File: src/rtl/rf_access_ctrl.sv
// rf_access_ctrl: initiator side of the multi-cycle MIPS register-file port.
// Reads rs/rt into operand latches, then issues one write-back to rt, rd or $ra.
//
// Ports:
//   clk, rstn                      clock, async active-low reset
//   instr_valid, instr, ready      instruction offer (accepted in IDLE only)
//   A1, A2, RD1, RD2               RF read addresses (registered) and read data
//   opA, opB, opnd_valid           latched operands and their one-cycle strobe
//   wb_valid, wb_en, wb_sel,       write-back offer (sampled in WAIT_WB only)
//   wb_data
//   A3, WD, RFWr                   RF write port (registered, single-cycle RFWr)
//   wb_done, bad_sel               write-back completion / reserved-select strobes
module rf_access_ctrl #(
    parameter int DW     = 32,
    parameter int RA_IDX = 31
) (
    input  logic          clk,
    input  logic          rstn,
    input  logic          instr_valid,
    input  logic [31:0]   instr,
    output logic          ready,
    output logic [4:0]    A1,
    output logic [4:0]    A2,
    input  logic [DW-1:0] RD1,
    input  logic [DW-1:0] RD2,
    output logic [DW-1:0] opA,
    output logic [DW-1:0] opB,
    output logic          opnd_valid,
    input  logic          wb_valid,
    input  logic          wb_en,
    input  logic [1:0]    wb_sel,
    input  logic [DW-1:0] wb_data,
    output logic [4:0]    A3,
    output logic [DW-1:0] WD,
    output logic          RFWr,
    output logic          wb_done,
    output logic          bad_sel
);

    localparam logic [4:0] RA = RA_IDX[4:0];

    typedef enum logic [2:0] {
        S_IDLE,
        S_FETCH,
        S_OPND,
        S_WAIT_WB,
        S_WRITE
    } state_e;

    state_e        state_q, state_d;
    logic [4:0]    a1_q, a1_d;
    logic [4:0]    a2_q, a2_d;
    logic [4:0]    rd_q, rd_d;
    logic [4:0]    a3_q, a3_d;
    logic [DW-1:0] wd_q, wd_d;
    logic [DW-1:0] opa_q, opa_d;
    logic [DW-1:0] opb_q, opb_d;
    logic          rfwr_q, rfwr_d;
    logic          done_q, done_d;
    logic          bad_q, bad_d;
    logic [4:0]    widx;

    logic unused_instr;
    assign unused_instr = ^{instr[31:26], instr[10:0]};

    // A2 already holds rt from acceptance, so it doubles as the rt target.
    always_comb begin
        widx = '0;
        case (wb_sel)
            2'b00:   widx = a2_q;
            2'b01:   widx = rd_q;
            2'b10:   widx = RA;
            default: widx = '0;
        endcase
    end

    always_comb begin
        state_d = state_q;
        a1_d    = a1_q;
        a2_d    = a2_q;
        rd_d    = rd_q;
        a3_d    = a3_q;
        wd_d    = wd_q;
        opa_d   = opa_q;
        opb_d   = opb_q;
        rfwr_d  = 1'b0;
        done_d  = 1'b0;
        bad_d   = 1'b0;
        unique case (state_q)
            S_IDLE: begin
                if (instr_valid) begin
                    a1_d    = instr[25:21];
                    a2_d    = instr[20:16];
                    rd_d    = instr[15:11];
                    state_d = S_FETCH;
                end
            end
            S_FETCH: begin
                opa_d   = RD1;
                opb_d   = RD2;
                state_d = S_OPND;
            end
            S_OPND: begin
                state_d = S_WAIT_WB;
            end
            S_WAIT_WB: begin
                if (wb_valid) begin
                    state_d = S_WRITE;
                    done_d  = 1'b1;
                    if (wb_en) begin
                        if (wb_sel == 2'b11) begin
                            bad_d = 1'b1;
                        end else begin
                            a3_d   = widx;
                            wd_d   = wb_data;
                            // $0 is hardwired: address it but never strobe.
                            rfwr_d = (widx != 5'd0);
                        end
                    end
                end
            end
            S_WRITE: begin
                state_d = S_IDLE;
            end
            default: begin
                state_d = S_IDLE;
            end
        endcase
    end

    always_ff @(posedge clk or negedge rstn) begin
        if (!rstn) begin
            state_q <= S_IDLE;
            a1_q    <= '0;
            a2_q    <= '0;
            rd_q    <= '0;
            a3_q    <= '0;
            wd_q    <= '0;
            opa_q   <= '0;
            opb_q   <= '0;
            rfwr_q  <= 1'b0;
            done_q  <= 1'b0;
            bad_q   <= 1'b0;
        end else begin
            state_q <= state_d;
            a1_q    <= a1_d;
            a2_q    <= a2_d;
            rd_q    <= rd_d;
            a3_q    <= a3_d;
            wd_q    <= wd_d;
            opa_q   <= opa_d;
            opb_q   <= opb_d;
            rfwr_q  <= rfwr_d;
            done_q  <= done_d;
            bad_q   <= bad_d;
        end
    end

    assign ready      = (state_q == S_IDLE);
    assign opnd_valid = (state_q == S_OPND);
    assign A1         = a1_q;
    assign A2         = a2_q;
    assign A3         = a3_q;
    assign WD         = wd_q;
    assign opA        = opa_q;
    assign opB        = opb_q;
    assign RFWr       = rfwr_q;
    assign wb_done    = done_q;
    assign bad_sel    = bad_q;

endmodule

File: config.mk
export PLATFORM = sky130hd
export DESIGN_NAME = rf_access_ctrl
export DESIGN_NICKNAME = d
export VERILOG_FILES = /design/src/rtl/rf_access_ctrl.sv
export SDC_FILE = /design/constraint.sdc
export NUM_CORES = 1
export LEC_CHECK = 0
export BUFFER_PORTS_ARGS = -buffer_cell sky130_fd_sc_hd__clkbuf_2
export CORE_MARGIN = 8
export CORE_UTILIZATION = 47
export CTS_BUF_LIST = sky130_fd_sc_hd__clkbuf_4
export DETAILED_ROUTE_END_ITERATION = 7
export GPL_TIMING_DRIVEN = 1
export MAX_ROUTING_LAYER = met4
export PLACE_DENSITY = 0.88
export SYNTH_ARGS = -nofsm -noshare
export SYNTH_HDL_FRONTEND = slang
export SYNTH_SLANG_ARGS = --single-unit
export TNS_END_PERCENT = 30
File: constraint.sdc
create_clock -name clk -period 2.1 [get_ports clk]
set_input_delay 0.42 -clock clk [delete_from_list [all_inputs] [get_ports clk]]
set_output_delay 0.42 -clock clk [all_outputs]
set_load 0.02 [all_outputs]
==> results of run 1 <==
-- cells in the mapped netlist --
master                       n
sky130_fd_sc_hd__dfrtp_1   122
sky130_fd_sc_hd__mux2_2     81
sky130_fd_sc_hd__mux2_4     30
sky130_fd_sc_hd__buf_4       8
sky130_fd_sc_hd__nor3b_1     7
sky130_fd_sc_hd__buf_6       6
sky130_fd_sc_hd__a32oi_1     5
sky130_fd_sc_hd__inv_1       5
sky130_fd_sc_hd__o221a_2     5
sky130_fd_sc_hd__and2_1      3
sky130_fd_sc_hd__o21bai_1    3
sky130_fd_sc_hd__and4b_1     2
sky130_fd_sc_hd__nor3_1      2
sky130_fd_sc_hd__a21oi_1     1
sky130_fd_sc_hd__a221oi_1    1
sky130_fd_sc_hd__a31oi_1     1
sky130_fd_sc_hd__and3_1      1
sky130_fd_sc_hd__buf_1       1
sky130_fd_sc_hd__buf_2       1
sky130_fd_sc_hd__clkbuf_2    1
sky130_fd_sc_hd__nand2_1     1
sky130_fd_sc_hd__nand2b_1    1
sky130_fd_sc_hd__nand3_1     1
sky130_fd_sc_hd__nand3b_4    1
sky130_fd_sc_hd__nor2_1      1
sky130_fd_sc_hd__nor4_1      1
sky130_fd_sc_hd__or4_1       1
-- logic make-up (layout without fill, tap and decap cells) --
| kind of cell | Yosys count | in the layout |
|---|---|---|
| compound gates | 16 | 16 |
| buf+inv | 22 | 280 |
| simple gates | 22 | 22 |
| flops | 122 | 122 |
| mux | 111 | 111 |
-- cell type report --
type | count | share of cell area (%)
flip-flops and latches | 122 | 47.2
clock buffers | 20 | 2.32
well taps | 136 | 2.63
multi-input cells | 149 | 25.8
repair buffers | 244 | 20.1
clock inverters | 11 | 1.62
inverters | 5 | 0.290
-- sequential cells by signal (all words and copies together), names as in the netlist --
register  cells
WD           32
opA          32
state_q       3
A3            5
bad_sel       1
rd_q          5
opB          32
wb_done       1
RFWr          1
A2            5
A1            5
-- path summary, 6_finish.rpt --
check,to,depth (start not counted),from
worst max-delay path,ready,2,state_q[1]$_DFFE_PN0P_
worst min-delay path,WD[19]$_DFFE_PN0P_,2,wb_data[19]
worst max register to register,WD[20]$_DFFE_PN0P_,4,state_q[1]$_DFFE_PN0P_
worst min register to register,opB[6]$_DFFE_PN0P_,1,opB[6]$_DFFE_PN0P_
max in group asynchronous,bad_sel$_DFF_PN0_,3,rstn
min in group asynchronous,opB[24]$_DFFE_PN0P_,2,rstn
-- power breakdown --
group / total (uW) / internal (uW) / switching, uW
sequential: 4260 / 3530 / 732
combinational: 5080 / 2320 / 2760
clock: 1530 / 719 / 807
-- metal layers --
| metal | vias to the layer above | routed length, um | share of wire (%) |
|---|---|---|---|
| met1 | 1663 | 4720 | 38 |
| met2 | 151 | 6610 | 54 |
| met4 | 0 | 253 | 2.0 |
| met5 | - | 0 | 0 |
| li1 | 1549 | - | - |
| met3 | 24 | 756 | 6.1 |
-- metrics by stage --
step | cells | utilization (%) | power, uW | worst slack [ns]
3_5_place_dp | 655 | 60.9 | 9480 | 0.375
2_1_floorplan | 293 | - | 7610 | 0.154
4_1_cts | 687 | 63.5 | 11000 | 0.168
5_1_grt | 687 | 63.5 | 11500 | 0.0660
6_report | 687 | 63.5 | 10900 | 0.224
3_3_place_gp | 655 | 60.9 | 9220 | 0.408
==> impl_metrics.toml, run 1 <==
[global_route]
groute.usage.overall_pct = 18.1
global_route_wire_length_before_repair_mm = 19.5
grt-busiest-layer = "met2"
grt.met1_usage_pct = 18.6
groute.layer.met3.usage_pct = 6.57
maximum_number_of_pins_on_one_net_before_global_route_repair = 63
grt_overflow = 0
via_count_of_the_first_global_routing_pass = 3792
antenna_found_initial = 0
grtUsageMet2_pct = 31.6

[cells_and_area]
layout.cell_area.non_filler_um2 = 6470
final_common_cell = "sky130_fd_sc_hd__clkbuf_2"
fin_nets = 674
area_taken_by_flip_flops_and_latches_um2 = 3050
multi_input_area_um2 = 1670
most-common-layout-cells = "sky130_fd_sc_hd__clkbuf_2, sky130_fd_sc_hd__dfrtp_1, sky130_fd_sc_hd__mux2_2, sky130_fd_sc_hd__mux2_4, sky130_fd_sc_hd__clkbuf_4"
diodes = 0
fraction_of_layout_instances_using_a_drive_strength_above_1_pct = 70.8
fillCellCount = 780
area.growth.synth_to_final_pct = 32.6

[clocking]
tritoncts = "built"
clkSinkCount = 122
cts.htree.levels = 4
cts-root-buf = "sky130_fd_sc_hd__clkbuf_4"
clk_transition_reported_paths_ns = 0.11
cts_buffer_depth = 2
clock_insertion_delay_worst_skew_ns = 0.50
cts_setup_buffers = 0
cts_hold_buffers = 1
numCtsBuffers = 17
post_cts.resized_instances = 0

[worst_setup_path]
timing.critical_path.cells = "nor3_1, clkbuf_2"
critical_path_arrival_ns = 1.46
internal_reg_to_reg_setup_slack_ns = 0.41
critical_path_class = "register to primary output"
cp.required_ns = 1.68
critical_path.startpoint_type = "register"
worstSetupEndpointType = "primary output"
critical_path.max_stage_delay_ns = 0.48
path_delay_family = "flip-flops"
cpMaxStageDelayCell = "sky130_fd_sc_hd__dfrtp_1"
crit_path_max_fo = 9
timing.critical_path.buf_inv = 1

[synth]
synth-seq-area-share_pct = 62.6
synth_xor_area_share_pct = 0
syn_inst = 293
netlist.top_cell.by_area = "sky130_fd_sc_hd__dfrtp_1"
synth_top_family_by_area = "multiplexers"
synth_compound_area_share_pct = 2.92
synth_adder_area_share_pct = 0
yosys.area_share.simple_pct = 3.28
mux_contribution_to_synthesized_area_pct = 27.9
yosys_reg_bits = 122
syn_nets = 428
syn-mean-instance-area_um2 = 16.6
synthesis.yosys.warnings = 0
synth_area_um2 = 4880
yosys.cell_types.count = 27
netlist.area_leader.share_pct = 62.6
ys_top_cells_by_area = "sky130_fd_sc_hd__dfrtp_1, sky130_fd_sc_hd__mux2_2, sky130_fd_sc_hd__mux2_4, sky130_fd_sc_hd__buf_6, sky130_fd_sc_hd__buf_4"

[sta]
final-max-slew-violation-count = 0
final.period_utilization_pct = 89.4
setup_viol = 0
finalHoldViolCount = 0
fin_worst_hold_slack_ns = 0.133
worst_relative_slew_slack_pct = 69.8
final.min_clock_period_ns = 1.88
setup_tns_ns = 0
grt_setup_unrepaired = "no"
clock_skew_ns = 0.0143
worst-slew-pin-transition_ns = 0.454
fmax_mhz = 533

[detailed_routing]
routed_via_density = 4.93
drt_iter0_drc = 166
wirelength_mm = 12.3
drc = 0
detailroute.via_count = 3387
routed_wire_length_per_instance_um = 18.0
drtAntennaViolNets = 0
firstDrtPassIters = 4

[pwr]
vdd.ir_drop.worst_mv = 0.776
power_per_cell_area_nw_per_um2 = 1680
leakage_uw = 0.00336

[run_status]
outcome = "finished clean"

[floorplan]
floorplan.die.height_um = 118
die_ar_um2 = 13900
core_area_um2 = 10200
starting_density_pct = 47.9
floorplan.die.width_um = 118
rows = 37
ioPinCount = 251

[place]
placed_area_um2 = 6210
port_buffers = 233
hpwlAfterDp_mm = 9.76
place_congestion = 0.914

[worst_hold_path]
min-delay-path-class = "input pin to register"

[run]
maxCapViolCount = 0
Note: power is estimated with default switching activity, not from simulation.
==> run 2, diff against run 1 <==
--- a/config.mk
+++ b/config.mk
@@ -7,12 +7,12 @@
 export LEC_CHECK = 0
 export BUFFER_PORTS_ARGS = -buffer_cell sky130_fd_sc_hd__clkbuf_2
 export CORE_MARGIN = 8
-export CORE_UTILIZATION = 47
-export CTS_BUF_LIST = sky130_fd_sc_hd__clkbuf_4
+export CORE_UTILIZATION = 45
+export CTS_BUF_LIST = sky130_fd_sc_hd__clkbuf_16
 export DETAILED_ROUTE_END_ITERATION = 7
 export GPL_TIMING_DRIVEN = 1
 export MAX_ROUTING_LAYER = met4
-export PLACE_DENSITY = 0.88
+export PLACE_DENSITY = 0.85
 export SYNTH_ARGS = -nofsm -noshare
 export SYNTH_HDL_FRONTEND = slang
 export SYNTH_SLANG_ARGS = --single-unit
==> impl_metrics.toml, run 2 (synthesis results as in run 1) <==
[clocking]
clkSinkCount = 122
cts_setup_buffers = 0
tritoncts = "built"
numCtsBuffers = 17
clk_transition_reported_paths_ns = 0.05
clock_insertion_delay_worst_skew_ns = 0.40
cts_buffer_depth = 2
cts.htree.levels = 4
cts-root-buf = "sky130_fd_sc_hd__clkbuf_16"

[worst_setup_path]
critical_path.startpoint_type = "register"
critical_path.max_stage_delay_ns = 0.48
timing.critical_path.from = "state_q[1]$_DFFE_PN0P_"
critical_path_arrival_ns = 1.37
crit_path_max_fo = 9
worstReg2RegStart = "state_q[1]$_DFFE_PN0P_"
cp.required_ns = 1.68
timing.critical_path.cells = "nor3b_1, clkbuf_2"
critical_path_class = "register to primary output"
worstSetupEndpointType = "primary output"
timing.critical_path.buf_inv = 1
cpMaxStageDelayCell = "sky130_fd_sc_hd__dfrtp_1"
path_delay_family = "flip-flops"

[place]
port_buffers = 233
hpwlAfterDp_mm = 9.58
place_congestion = 0.847

[sta]
clock_skew_ns = 0.00689
fmax_mhz = 559
final-max-slew-violation-count = 0
setup_tns_ns = 0
worst-slew-pin-transition_ns = 0.335
final.min_clock_period_ns = 1.79
finalHoldViolCount = 0
final.period_utilization_pct = 85.2
setup_viol = 0
grt_setup_unrepaired = "no"
worst_relative_slew_slack_pct = 77.7

[floorplan]
die_ar_um2 = 14400
ioPinCount = 251
rows = 38
floorplan.die.height_um = 120
starting_density_pct = 45.6
floorplan.die.width_um = 120
core_area_um2 = 10700

[pwr]
total_power_uw = 12100
power_per_cell_area_nw_per_um2 = 1790
leakage_uw = 0.00348
vdd.ir_drop.worst_mv = 0.829

[cells_and_area]
most-common-layout-cells = "sky130_fd_sc_hd__clkbuf_2, sky130_fd_sc_hd__dfrtp_1, sky130_fd_sc_hd__mux2_2, sky130_fd_sc_hd__mux2_4, sky130_fd_sc_hd__clkbuf_16"
diodes = 0
area.growth.synth_to_final_pct = 39.0
fin_nets = 672
final_common_cell = "sky130_fd_sc_hd__clkbuf_2"
fraction_of_layout_instances_using_a_drive_strength_above_1_pct = 69.9

[detailed_routing]
wirelength_mm = 12.3
detailroute.via_count = 3386
drt_iter0_drc = 136
routed_via_density = 4.92
drc = 0
firstDrtPassIters = 4
drtAntennaViolNets = 0
routed_wire_length_per_instance_um = 17.9

[run]
maxCapViolCount = 0

[worst_hold_path]
min-delay-path-class = "input pin to register"
holdCritStartpoint = "instr[21]"

[global_route]
via_count_of_the_first_global_routing_pass = 3779
antenna_found_initial = 0
grt_overflow = 0
groute.usage.overall_pct = 17.6
maximum_number_of_pins_on_one_net_before_global_route_repair = 65
global_route_wire_length_before_repair_mm = 19.6

[run_status]
outcome = "finished clean"
run 2: worst register-to-register path, delay by kind of cell, from the launching register on:
kind	cells	cell delay [ns]
and+or+nand+nor	2	0.57
DFF	1	0.48
buffers and inverters	1	0.24
muxes	1	0.31
run 2: repair_timing:
| item | in CTS | in global routing |
|---|---|---|
| hold endpoints to repair | 9 | 0 |
| resized for setup | 0 | 0 |
| hold buffers | 1 | 0 |
run 2: final timing paths:
kind / end / slack (ns) / depth (start not counted)
max: opnd_valid / 0.31 / 2
min in group asynchronous: opB[27]$_DFFE_PN0P_ / 0.42 / 2
min reg2reg: opA[20]$_DFFE_PN0P_ / 0.50 / 1
max reg2reg: WD[8]$_DFFE_PN0P_ / 0.38 / 4
min: A1[0]$_DFFE_PN0P_ / 0.25 / 2
max in group asynchronous: A3[4]$_DFFE_PN0P_ / 1.15 / 3
run 2: layout make-up:
class                      count  area, um^2
inverter                       5        18.8
clock inverter                13         138
tap                          140         175
multi-input combinational    149        1670
sequential                   122        3050
clock buffer                  17         425
timing repair buffer         242        1300
fill                         821        3920
run 2: per-stage QoR:
stage | hold WS [ns] | instances | utilization, % | setup WS [ns] | cell area, um^2
floorplan | 0.124 | 293 | - | 0.154 | 4880
global placement | 0.270 | 657 | 58.0 | 0.396 | 6210
detailed placement | 0.274 | 657 | 58.0 | 0.354 | 6210
CTS | 0.229 | 688 | 63.4 | 0.280 | 6780
global route | 0.239 | 688 | 63.4 | 0.207 | 6780
finish | 0.250 | 688 | 63.4 | 0.311 | 6780
run 2: power by group:
group          switching [uW]  total (uW)  internal [uW]
combinational            2750        5050           2310
clock                     967        2790           1820
sequential                733        4280           3550
total                    4450       12100           7680
run 2: routing by layer:
layer,vias to the layer above,wire length (um),GRT usage [%]
met1,1642,4760,19.3
met5,-,0,-
met4,0,303,7.81
met3,30,887,4.88
met2,158,6390,29.5
li1,1556,-,-
==> run 3, diff against run 2 <==
--- a/config.mk
+++ b/config.mk
@@ -10,7 +10,7 @@
 export CORE_UTILIZATION = 45
 export CTS_BUF_LIST = sky130_fd_sc_hd__clkbuf_16
 export DETAILED_ROUTE_END_ITERATION = 7
-export GPL_TIMING_DRIVEN = 1
+export GPL_TIMING_DRIVEN = 0
 export MAX_ROUTING_LAYER = met4
 export PLACE_DENSITY = 0.85
 export SYNTH_ARGS = -nofsm -noshare
==> impl_metrics.toml, run 3 (synthesis results as in run 1) <==
[floorplan]
floorplan.die.height_um = 120
floorplan.die.width_um = 120
ioPinCount = 251
die_ar_um2 = 14400
rows = 38
core_area_um2 = 10700
starting_density_pct = 45.6

[global_route]
antenna_found_initial = 0
grt_overflow = 0
groute.usage.overall_pct = 17.6
maximum_number_of_pins_on_one_net_before_global_route_repair = 123
via_count_of_the_first_global_routing_pass = 3771
global_route_wire_length_before_repair_mm = 19.5

[cells_and_area]
area.growth.synth_to_final_pct = 38.6
fin_nets = 678
fraction_of_layout_instances_using_a_drive_strength_above_1_pct = 70.0
utilization_pct = 63.2
layout.cell_area.non_filler_um2 = 6760
most-common-layout-cells = "sky130_fd_sc_hd__clkbuf_2, sky130_fd_sc_hd__dfrtp_1, sky130_fd_sc_hd__mux2_2, sky130_fd_sc_hd__mux2_4, sky130_fd_sc_hd__clkbuf_16"
diodes = 0
final_common_cell = "sky130_fd_sc_hd__clkbuf_2"

[worst_setup_path]
worstSetupEndpointType = "primary output"
critical_path.startpoint_type = "register"
cpMaxStageDelayCell = "sky130_fd_sc_hd__dfrtp_1"
crit_path_max_fo = 9
cp.required_ns = 1.68
worstReg2RegStart = "state_q[1]$_DFFE_PN0P_"
critical_path.max_stage_delay_ns = 0.35
timing.critical_path.from = "state_q[1]$_DFFE_PN0P_"
critical_path_class = "register to primary output"
timing.critical_path.cells = "clkbuf_2, nor3_1, clkbuf_2"
crit_top_cell = "sky130_fd_sc_hd__clkbuf_2"
critical_path_arrival_ns = 1.40

[detailed_routing]
drtAntennaViolNets = 0
detailroute.via_count = 3388
wirelength_mm = 12.3
routed_via_density = 4.87
drc = 0
routed_wire_length_per_instance_um = 17.6
firstDrtPassIters = 4
drt_iter0_drc = 194

[pwr]
vdd.ir_drop.worst_mv = 0.900
total_power_uw = 12000
leakage_uw = 0.00350
power_per_cell_area_nw_per_um2 = 1780

[clocking]
cts_setup_buffers = 0
numCtsBuffers = 17
clock_insertion_delay_worst_skew_ns = 0.39
tritoncts = "built"
post_cts.resized_instances = 0
cts_hold_buffers = 0
cts_buffer_depth = 2
cts.htree.levels = 4
cts-root-buf = "sky130_fd_sc_hd__clkbuf_16"
clkSinkCount = 122
clk_transition_reported_paths_ns = 0.05

[place]
port_buffers = 231
hpwlAfterDp_mm = 9.52
placement.setup.worst_slack_ns = 0.359
place_congestion = 0.837
placed_area_um2 = 6220

[sta]
final-max-slew-violation-count = 0
grt_setup_unrepaired = "no"
fmax_mhz = 550
post-route-worst-setup-slack_ns = 0.281
finalHoldViolCount = 0
worst-slew-pin-transition_ns = 0.947
clock_skew_ns = 0.00646
setup_viol = 0
fin_worst_hold_slack_ns = 0.157
worst_relative_slew_slack_pct = 36.9
final.period_utilization_pct = 86.6
final.min_clock_period_ns = 1.82

[run_status]
outcome = "finished clean"

[worst_hold_path]
min-delay-path-class = "input pin to async pin"

[run]
maxCapViolCount = 0
-- run 3: changes by cell type in the layout (fill, tap and decap cells not counted), sizes merged --
| cell | before | now |
|---|---|---|
| buf | 9 | 16 |
| bufinv | 3 | 2 |
| clkinv | 6 | 8 |
| clkinvlp | 2 | 1 |
| dlygate4sd3 | 1 | 0 |
| inv | 7 | 9 |
-- run 3: path summary, 6_finish.rpt --
kind | to | slack [ns] | cells after the start
setup / recovery | ready | 0.28 | 3
hold / removal | WD[8]$_DFFE_PN0P_ | 0.16 | 1
setup reg to reg | opB[15]$_DFFE_PN0P_ | 0.38 | 5
hold reg to reg | opA[18]$_DFFE_PN0P_ | 0.50 | 1
max in group asynchronous | bad_sel$_DFF_PN0_ | 1.26 | 1
min in group clk | opB[17]$_DFFE_PN0P_ | 0.26 | 2
-- run 3: cell type report --
type,count,area [um^2]
Sequential cell,122,3050
Timing Repair Buffer,231,1160
Buffer,17,141
Fill cell,807,3940
Clock buffer,17,425
Inverter,5,18.8
Tap cell,140,175
Multi-Input combinational cell,149,1670
Clock inverter,15,119
-- run 3: power breakdown --
| part | switching [uW] | internal, uW |
|---|---|---|
| Sequential | 710 | 3550 |
| Clock | 938 | 1700 |
| Combinational | 2780 | 2350 |
-- run 3: per-layer routing --
metal / global-route usage (%) / wire length, um / up-vias
met4: 5.00 / 118 / 0
met2: 29.8 / 6380 / 156
met1: 19.5 / 4880 / 1662
met3: 5.68 / 895 / 14
met5: - / 0 / -
li1: - / - / 1556
-- run 3: critical path, delay by kind of cell, from the launching register on --
kind / cells / cell delay (ns)
flops: 1 / 0.35
buf+inv: 2 / 0.40
simple gates: 1 / 0.26
-- run 3: metrics by stage --
stage	setup TNS [ns]	cells
detailed placement	0	664
global placement	-124.85	664
finish	0	696
floorplan	0	293
CTS	0	696
global route	0	696
